**config.mk**
```make
export PLATFORM = sky130hd
export DESIGN_NAME = mu01_prog_loader_flat
export DESIGN_NICKNAME = d
export VERILOG_FILES = /design/src/rtl/mu01_prog_loader_if.sv /design/src/rtl/mu01_prog_loader.sv /design/src/flat_wrapper.sv
export SDC_FILE = /design/constraint.sdc
export NUM_CORES = 1
export LEC_CHECK = 0
export BUFFER_PORTS_ARGS = -buffer_cell sky130_fd_sc_hd__buf_4
export CAP_MARGIN = 20
export CORE_ASPECT_RATIO = 1.75
export CORE_MARGIN = 3
export CORE_UTILIZATION = 45
export CTS_BUF_LIST = sky130_fd_sc_hd__clkbuf_8
export CTS_CLUSTER_DIAMETER = 120
export CTS_CLUSTER_SIZE = 10
export DETAILED_ROUTE_END_ITERATION = 8
export SLEW_MARGIN = 20
export SYNTH_ARGS = -nofsm -noshare
export SYNTH_HDL_FRONTEND = slang
export SYNTH_SLANG_ARGS = --single-unit
export TNS_END_PERCENT = 5
```
**constraint.sdc**
```tcl
create_clock -name clk -period 3.1 [get_ports clk]
set_input_delay 0.62 -clock clk [delete_from_list [all_inputs] [get_ports clk]]
set_output_delay 0.62 -clock clk [all_outputs]
set_load 0.005 [all_outputs]
```
**src/rtl/mu01_prog_loader_if.sv**
```systemverilog
// Host byte stream and memory write port bundle for the MU01 program loader.
interface mu01_prog_loader_if #(
    parameter int unsigned ADDR_W = 12,
    parameter int unsigned DATA_W = 16
);
    logic [7:0]        in_data;
    logic              in_valid;
    logic              in_ready;
    logic              start;
    logic              mem_we;
    logic [ADDR_W-1:0] mem_addr;
    logic [DATA_W-1:0] mem_wdata;
    logic              cpu_run;
    logic              done;
    logic              error;

    // Host / bench side: drives bytes and the re-arm pulse.
    modport master (
        output in_data, in_valid, start,
        input  in_ready, mem_we, mem_addr, mem_wdata, cpu_run, done, error
    );

    // Loader side.
    modport slave (
        input  in_data, in_valid, start,
        output in_ready, mem_we, mem_addr, mem_wdata, cpu_run, done, error
    );
endinterface

```
**src/rtl/mu01_prog_loader.sv**
```systemverilog
// MU01 program loader: frames a host byte stream (SYNC, ADDR, CNT, N words [, CHK]),
// writes 16-bit big-endian words into MU01 memory and releases the core once a
// complete image has loaded.
// Optional feature: define PROG_LOADER_CHECKSUM_EN to add the trailing XOR checksum byte.
module mu01_prog_loader #(
    parameter int unsigned ADDR_W    = 12,
    parameter int unsigned DATA_W    = 16,
    parameter logic [7:0]  SYNC_BYTE = 8'hA5
) (
    input  logic               clk,
    input  logic               reset_n,
    mu01_prog_loader_if.slave  bus
);
    localparam int unsigned CNT_W = ADDR_W + 1;
    localparam int unsigned MAX_N = 1 << ADDR_W;

    localparam logic [3:0] S_IDLE = 4'd0;
    localparam logic [3:0] S_AH   = 4'd1;
    localparam logic [3:0] S_AL   = 4'd2;
    localparam logic [3:0] S_CH   = 4'd3;
    localparam logic [3:0] S_CL   = 4'd4;
    localparam logic [3:0] S_DH   = 4'd5;
    localparam logic [3:0] S_DL   = 4'd6;
    localparam logic [3:0] S_DONE = 4'd8;
    localparam logic [3:0] S_ERR  = 4'd9;
`ifdef PROG_LOADER_CHECKSUM_EN
    localparam logic [3:0] S_CHK  = 4'd7;
    localparam logic [3:0] S_LAST = S_CHK;
`else
    localparam logic [3:0] S_LAST = S_DONE;
`endif

    logic [3:0]        r_state;
    logic [3:0]        w_state_nxt;
    logic              w_accept;
    logic [15:0]       w_cnt_raw;
    logic [CNT_W-1:0]  w_cnt_clamped;
    logic [7:0]        r_hi;
    logic [ADDR_W-1:0] r_ptr;
    logic [CNT_W-1:0]  r_remain;
    logic              r_in_ready;
    logic              r_mem_we;
    logic [ADDR_W-1:0] r_mem_addr;
    logic [DATA_W-1:0] r_mem_wdata;
    logic              r_cpu_run;
    logic              r_done;
    logic              r_error;
`ifdef PROG_LOADER_CHECKSUM_EN
    logic [7:0]        r_chk;
`endif

    assign w_accept      = bus.in_valid & r_in_ready;
    assign w_cnt_raw     = {r_hi, bus.in_data};
    assign w_cnt_clamped = (32'(w_cnt_raw) > MAX_N) ? CNT_W'(MAX_N) : CNT_W'(w_cnt_raw);

    // State register.
    always_ff @(posedge clk or negedge reset_n) begin
        if (!reset_n) r_state <= S_IDLE;
        else          r_state <= w_state_nxt;
    end

    // Next-state logic: only accepted bytes advance; start re-arms the terminal states.
    always_comb begin
        w_state_nxt = r_state;
        case (r_state)
            S_IDLE: if (w_accept && bus.in_data == SYNC_BYTE) w_state_nxt = S_AH;
            S_AH:   if (w_accept) w_state_nxt = S_AL;
            S_AL:   if (w_accept) w_state_nxt = S_CH;
            S_CH:   if (w_accept) w_state_nxt = S_CL;
            S_CL:   if (w_accept) w_state_nxt = (w_cnt_raw == 16'd0) ? S_ERR : S_DH;
            S_DH:   if (w_accept) w_state_nxt = S_DL;
            S_DL:   if (w_accept) w_state_nxt = (r_remain == CNT_W'(1)) ? S_LAST : S_DH;
`ifdef PROG_LOADER_CHECKSUM_EN
            S_CHK:  if (w_accept) w_state_nxt = (bus.in_data == r_chk) ? S_DONE : S_ERR;
`endif
            S_DONE, S_ERR: if (bus.start) w_state_nxt = S_IDLE;
            default: w_state_nxt = S_IDLE;
        endcase
    end

    // Datapath and registered outputs, derived from the state being entered.
    always_ff @(posedge clk or negedge reset_n) begin
        if (!reset_n) begin
            r_hi        <= 8'd0;
            r_ptr       <= '0;
            r_remain    <= '0;
            r_in_ready  <= 1'b1;
            r_mem_we    <= 1'b0;
            r_mem_addr  <= '0;
            r_mem_wdata <= '0;
            r_cpu_run   <= 1'b0;
            r_done      <= 1'b0;
            r_error     <= 1'b0;
`ifdef PROG_LOADER_CHECKSUM_EN
            r_chk       <= 8'd0;
`endif
        end else begin
            r_mem_we   <= 1'b0;
            r_in_ready <= (w_state_nxt != S_DONE) && (w_state_nxt != S_ERR);
            r_done     <= (w_state_nxt == S_DONE);
            r_cpu_run  <= (w_state_nxt == S_DONE);
            r_error    <= (w_state_nxt == S_ERR);
            if (w_accept) begin
                case (r_state)
`ifdef PROG_LOADER_CHECKSUM_EN
                    S_IDLE: r_chk <= 8'd0;
`endif
                    S_AH, S_CH: r_hi <= bus.in_data;
                    S_AL: r_ptr <= ADDR_W'(w_cnt_raw);
                    S_CL: r_remain <= w_cnt_clamped;
                    S_DH: begin
                        r_hi  <= bus.in_data;
`ifdef PROG_LOADER_CHECKSUM_EN
                        r_chk <= r_chk ^ bus.in_data;
`endif
                    end
                    S_DL: begin
                        r_mem_we    <= 1'b1;
                        r_mem_addr  <= r_ptr;
                        r_mem_wdata <= DATA_W'(w_cnt_raw);
                        r_ptr       <= r_ptr + ADDR_W'(1);
                        r_remain    <= r_remain - CNT_W'(1);
`ifdef PROG_LOADER_CHECKSUM_EN
                        r_chk       <= r_chk ^ bus.in_data;
`endif
                    end
                    default: ;
                endcase
            end
        end
    end

    assign bus.in_ready  = r_in_ready;
    assign bus.mem_we    = r_mem_we;
    assign bus.mem_addr  = r_mem_addr;
    assign bus.mem_wdata = r_mem_wdata;
    assign bus.cpu_run   = r_cpu_run;
    assign bus.done      = r_done;
    assign bus.error     = r_error;
endmodule
```
**src/flat_wrapper.sv**
```systemverilog
// flat-port wrapper written by rule: the top's interface ports become plain ports
module mu01_prog_loader_flat 
#(
    parameter int unsigned ADDR_W    = 12,
    parameter int unsigned DATA_W    = 16,
    parameter logic [7:0]  SYNC_BYTE = 8'hA5
)
  (clk, reset_n, bus_in_data, bus_in_valid, bus_start, bus_in_ready, bus_mem_we, bus_mem_addr, bus_mem_wdata, bus_cpu_run, bus_done, bus_error);
  mu01_prog_loader_if #(.ADDR_W(ADDR_W), .DATA_W(DATA_W)) bus_i ();
  input  logic clk;
  input  logic reset_n;
  input wire logic [$bits(bus_i.in_data)-1:0] bus_in_data;
  input wire logic [$bits(bus_i.in_valid)-1:0] bus_in_valid;
  input wire logic [$bits(bus_i.start)-1:0] bus_start;
  output wire logic [$bits(bus_i.in_ready)-1:0] bus_in_ready;
  output wire logic [$bits(bus_i.mem_we)-1:0] bus_mem_we;
  output wire logic [$bits(bus_i.mem_addr)-1:0] bus_mem_addr;
  output wire logic [$bits(bus_i.mem_wdata)-1:0] bus_mem_wdata;
  output wire logic [$bits(bus_i.cpu_run)-1:0] bus_cpu_run;
  output wire logic [$bits(bus_i.done)-1:0] bus_done;
  output wire logic [$bits(bus_i.error)-1:0] bus_error;
  assign bus_i.in_data = bus_in_data;
  assign bus_i.in_valid = bus_in_valid;
  assign bus_i.start = bus_start;
  assign bus_in_ready = bus_i.in_ready;
  assign bus_mem_we = bus_i.mem_we;
  assign bus_mem_addr = bus_i.mem_addr;
  assign bus_mem_wdata = bus_i.mem_wdata;
  assign bus_cpu_run = bus_i.cpu_run;
  assign bus_done = bus_i.done;
  assign bus_error = bus_i.error;
  mu01_prog_loader #(.ADDR_W(ADDR_W), .DATA_W(DATA_W), .SYNC_BYTE(SYNC_BYTE)) u_core (.clk(clk), .reset_n(reset_n), .bus(bus_i));
endmodule
```
==> impl_metrics.sql <==
INSERT INTO impl_metrics (metric_group, metric, value, unit) VALUES
('routing', 'route.antenna.remaining_nets', '0', ''),
('cts', 'cts-root-to-sink-buffers', '2', ''),
('synth', 'synth_seq_area_share', '0.511', ''),
('placement', 'placed_cells', '488', ''),
('cts', 'tritoncts', 'built', ''),
('sta', 'clock-skew-final', '8.30', 'ps'),
('finish', 'multiInputGateArea', '0.00155', 'sq mm'),
('sta', 'worst_slew_margin_rel', '0.419', ''),
('synth', 'syn_nets', '390', ''),
('grt', 'first_global_vias', '2726', ''),
('finish', 'design.final.nets', '428', ''),
('sta', 'fmax', '469', 'MHz'),
('grt', 'grt.overflow.total', '0', ''),
('synth', 'postSynthAreaPerCell', '9.02', 'sq um'),
('cts', 'clk_root_buffer_cell', 'sky130_fd_sc_hd__clkbuf_8', ''),
('routing', 'detail_route.vias_per_cell', '5.78', ''),
('synth', 'synthesis.yosys.warnings', '0', ''),
('die', 'floorplan.die.width', '71.5', 'microns'),
('routing', 'drt_pass1_iterations', '4', ''),
('placement', 'placedInstanceArea', '0.00378', 'sq mm'),
('die', 'fp-row-count', '41', ''),
('pwr', 'power.static_leakage', '1.89', 'nW'),
('sta', 'max_slew.worst_pin.slew', '871', 'ps'),
('finish', 'antenna-diode-count', '0', ''),
('grt', 'grt_antenna_before_repair', '0', ''),
('die', 'core_region_area', '0.00728', 'sq mm'),
('sta', 'timing.final.setup_violations', '0', ''),
('cts', 'cts_num_sinks', '69', ''),
('critical_path', 'arrival_time_at_the_worst_endpoint', '2370', 'ps'),
('cts', 'insertion_delay', '350', 'ps'),
('run', 'maxCapViolations', '0', ''),
('critical_path', 'end_kind', 'flip-flop', ''),
('placement', 'post-dp-hpwl', '5770', 'microns'),
('routing', 'route.detailed.wl_per_inst', '17.2', 'microns'),
('cts', 'h-tree-depth', '3', ''),
('pwr', 'fin_total_pwr', '3.65', 'mW'),
('sta', 'fin_crit_sh', '0.688', ''),
('pwr', 'vdd.ir_drop.worst', '459', 'uV'),
('sta', 'finalHoldViolations', '0', ''),
('finish', 'area.sequential', '0.00173', 'sq mm'),
('critical_path', 'worstPathMaxFanout', '4', ''),
('placement', 'port_buffers', '44', ''),
('grt', 'global_route_total_usage_across_every_layer', '0.210', ''),
('cts', 'postCtsResizedCells', '0', ''),
('critical_path', 'ff2ff_path_depth', '7', ''),
('synth', 'dominant_cells_by_area_after_synthesis', 'sky130_fd_sc_hd__dfrtp_1, sky130_fd_sc_hd__nand2_1, sky130_fd_sc_hd__a21oi_1', ''),
('synth', 'synthDominantAreaCellType', 'sky130_fd_sc_hd__dfrtp_1', ''),
('synth', 'synthesis.area', '0.00338', 'sq mm'),
('hold_path', 'min-delay-path-class', 'primary input to asynchronous set/reset pin', ''),
('routing', 'drc_errors', '0', ''),
('sta', 'fin_ws', '967', 'ps'),
('cts', 'clock_transition_at_the_registers_of_the_reported_paths', '70', 'ps'),
('synth', 'postSynthCellCount', '375', ''),
('critical_path', 'worstPathRequired', '3330', 'ps'),
('cts', 'cts.repair_timing.setup_buffer_count', '0', ''),
('routing', 'finalWirelength', '8650', 'microns'),
('critical_path', 'timing.setup.critical_path_class', 'flip-flop to flip-flop', ''),
('synth', 'postSynthRegisterBits', '69', ''),
('finish', 'layoutNonFillerInstCount', '504', ''),
('grt', 'first_pass_grt_wire_length', '13900', 'microns'),
('synth', 'asyncSetResetFlopFracSynth', '1.00', ''),
('synth', 'netlist-cell-type-count', '56', ''),
('routing', 'first_iter_violations', '236', ''),
('outcome', 'status', 'completed', ''),
('routing', 'count_of_vias_placed_by_the_detailed_router', '2913', ''),
('synth', 'synth_enable_flop_cells', '0', ''),
('die', 'initial_core_utilization', '0.464', ''),
('cts', 'cts.hold.buffers_added', '0', ''),
('synth', 'yosysTopAreaCellShare', '0.503', ''),
('sta', 'period_minus_slack', '2130', 'ps'),
('cts', 'numCtsBuffers', '9', '');
## critical path, stage by stage, from the launching register on
cell and delay, ps:
sky130_fd_sc_hd__dfrtp_1 420, sky130_fd_sc_hd__inv_1 110, sky130_fd_sc_hd__ha_1 200, sky130_fd_sc_hd__or3b_4 420, sky130_fd_sc_hd__or3_4 360, sky130_fd_sc_hd__o311a_1 290, sky130_fd_sc_hd__a31oi_1 140, sky130_fd_sc_hd__nand3_1 90
## worst paths after layout
path / startpoint / end / slack, ps
min in group clk: u_core.bus.mem_wdata[15] / u_core.bus.mem_wdata[15] / 470
worst min register to register: u_core.bus.mem_wdata[15] / u_core.bus.mem_wdata[15] / 470
worst min-delay path: reset_n / u_core.r_remain[10] / 370
worst max-delay path: u_core.r_remain[0] / u_core.r_remain[8] / 970
max in group asynchronous: reset_n / u_core.bus.mem_wdata[0] / 2160
worst max register to register: u_core.r_remain[0] / u_core.r_remain[8] / 970
## report_power, final
| part | switching [mW] | internal [mW] | leakage, nW |
|---|---|---|---|
| combinational | 0.638 | 0.624 | 0.898 |
| sequential | 0.408 | 1.27 | 0.886 |
| clock | 0.332 | 0.385 | 0.107 |
| total | 1.38 | 2.27 | 1.89 |
## cells in the final DEF, fill, tap and decap left out, types with 6 or more instances in the layout
cell type and n:
sky130_fd_sc_hd__nand3_1 21, sky130_fd_sc_hd__inv_1 8, sky130_fd_sc_hd__o21ai_0 19, sky130_fd_sc_hd__nor3_1 12, sky130_fd_sc_hd__dfrtp_1 68, sky130_fd_sc_hd__clkbuf_8 10, sky130_fd_sc_hd__buf_4 48, sky130_fd_sc_hd__a221o_1 6
sky130_fd_sc_hd__mux2_2 8, sky130_fd_sc_hd__nor4_1 6, sky130_fd_sc_hd__a31oi_1 6, sky130_fd_sc_hd__nand2_1 104, sky130_fd_sc_hd__a21oi_1 21, sky130_fd_sc_hd__nor2_1 11
## cells in the mapped netlist (2+ instances only)
master,instances
sky130_fd_sc_hd__nand2_1,104
sky130_fd_sc_hd__dfrtp_1,68
sky130_fd_sc_hd__a21oi_1,21
sky130_fd_sc_hd__nand3_1,21
sky130_fd_sc_hd__o21ai_0,19
sky130_fd_sc_hd__nor3_1,12
sky130_fd_sc_hd__nor2_1,11
sky130_fd_sc_hd__clkbuf_1,10
sky130_fd_sc_hd__mux2_2,8
sky130_fd_sc_hd__inv_1,7
sky130_fd_sc_hd__a221o_1,6
sky130_fd_sc_hd__a31oi_1,6
sky130_fd_sc_hd__buf_2,6
sky130_fd_sc_hd__nor4_1,6
sky130_fd_sc_hd__and3_1,4
sky130_fd_sc_hd__buf_1,4
sky130_fd_sc_hd__a21o_1,3
sky130_fd_sc_hd__and2_1,3
sky130_fd_sc_hd__ha_1,3
sky130_fd_sc_hd__o211ai_1,3
sky130_fd_sc_hd__o21ai_1,3
sky130_fd_sc_hd__or3_1,3
sky130_fd_sc_hd__a211oi_2,2
sky130_fd_sc_hd__a22oi_1,2
sky130_fd_sc_hd__nand2b_1,2
sky130_fd_sc_hd__nand4b_1,2
sky130_fd_sc_hd__nor2b_1,2
sky130_fd_sc_hd__nor4_2,2
sky130_fd_sc_hd__nor4b_1,2
sky130_fd_sc_hd__o22ai_1,2
sky130_fd_sc_hd__o311ai_1,2
sky130_fd_sc_hd__or2_1,2
## registers in the layout (all words and copies together), names as in the netlist
register              cells
u_core.bus.mem_wdata     16
u_core.r_remain          13
u_core.bus.mem_addr      12
u_core.r_ptr             12
u_core.r_hi               8
u_core.r_state            4
u_core.bus.cpu_run        1
u_core.bus.error          1
u_core.bus.in_ready       1
u_core.bus.mem_we         1
## cell type report
cell class,instances,area share
sequential,69,0.436
multi-input combinational,277,0.391
timing repair buffer,48,0.0908
clock buffer,10,0.0347
tap,86,0.0271
clock inverter,6,0.0136
inverter,8,0.00757
## cells by family (layout without fill, tap and decap cells)
family,count (synthesis),count (layout),share of synthesized area
AND/OR/NAND/NOR,186,186,0.261
AO/OA/AOI/OAI,79,79,0.153
flip-flops,69,69,0.511
buffers and inverters,29,72,0.0355
multiplexers,8,8,0.0266
adder cells (fa/ha/maj),3,3,0.0111
XOR/XNOR,1,1,0.00259
## metal layers
metal	routed length, microns	GRT usage	up-vias
li1	-	-	1397
met1	3770	0.276	1418
met2	4290	0.328	84
met3	379	0.0383	14
met4	206	0.108	0
met5	0	0	-
(Power assumes the default switching activity.)
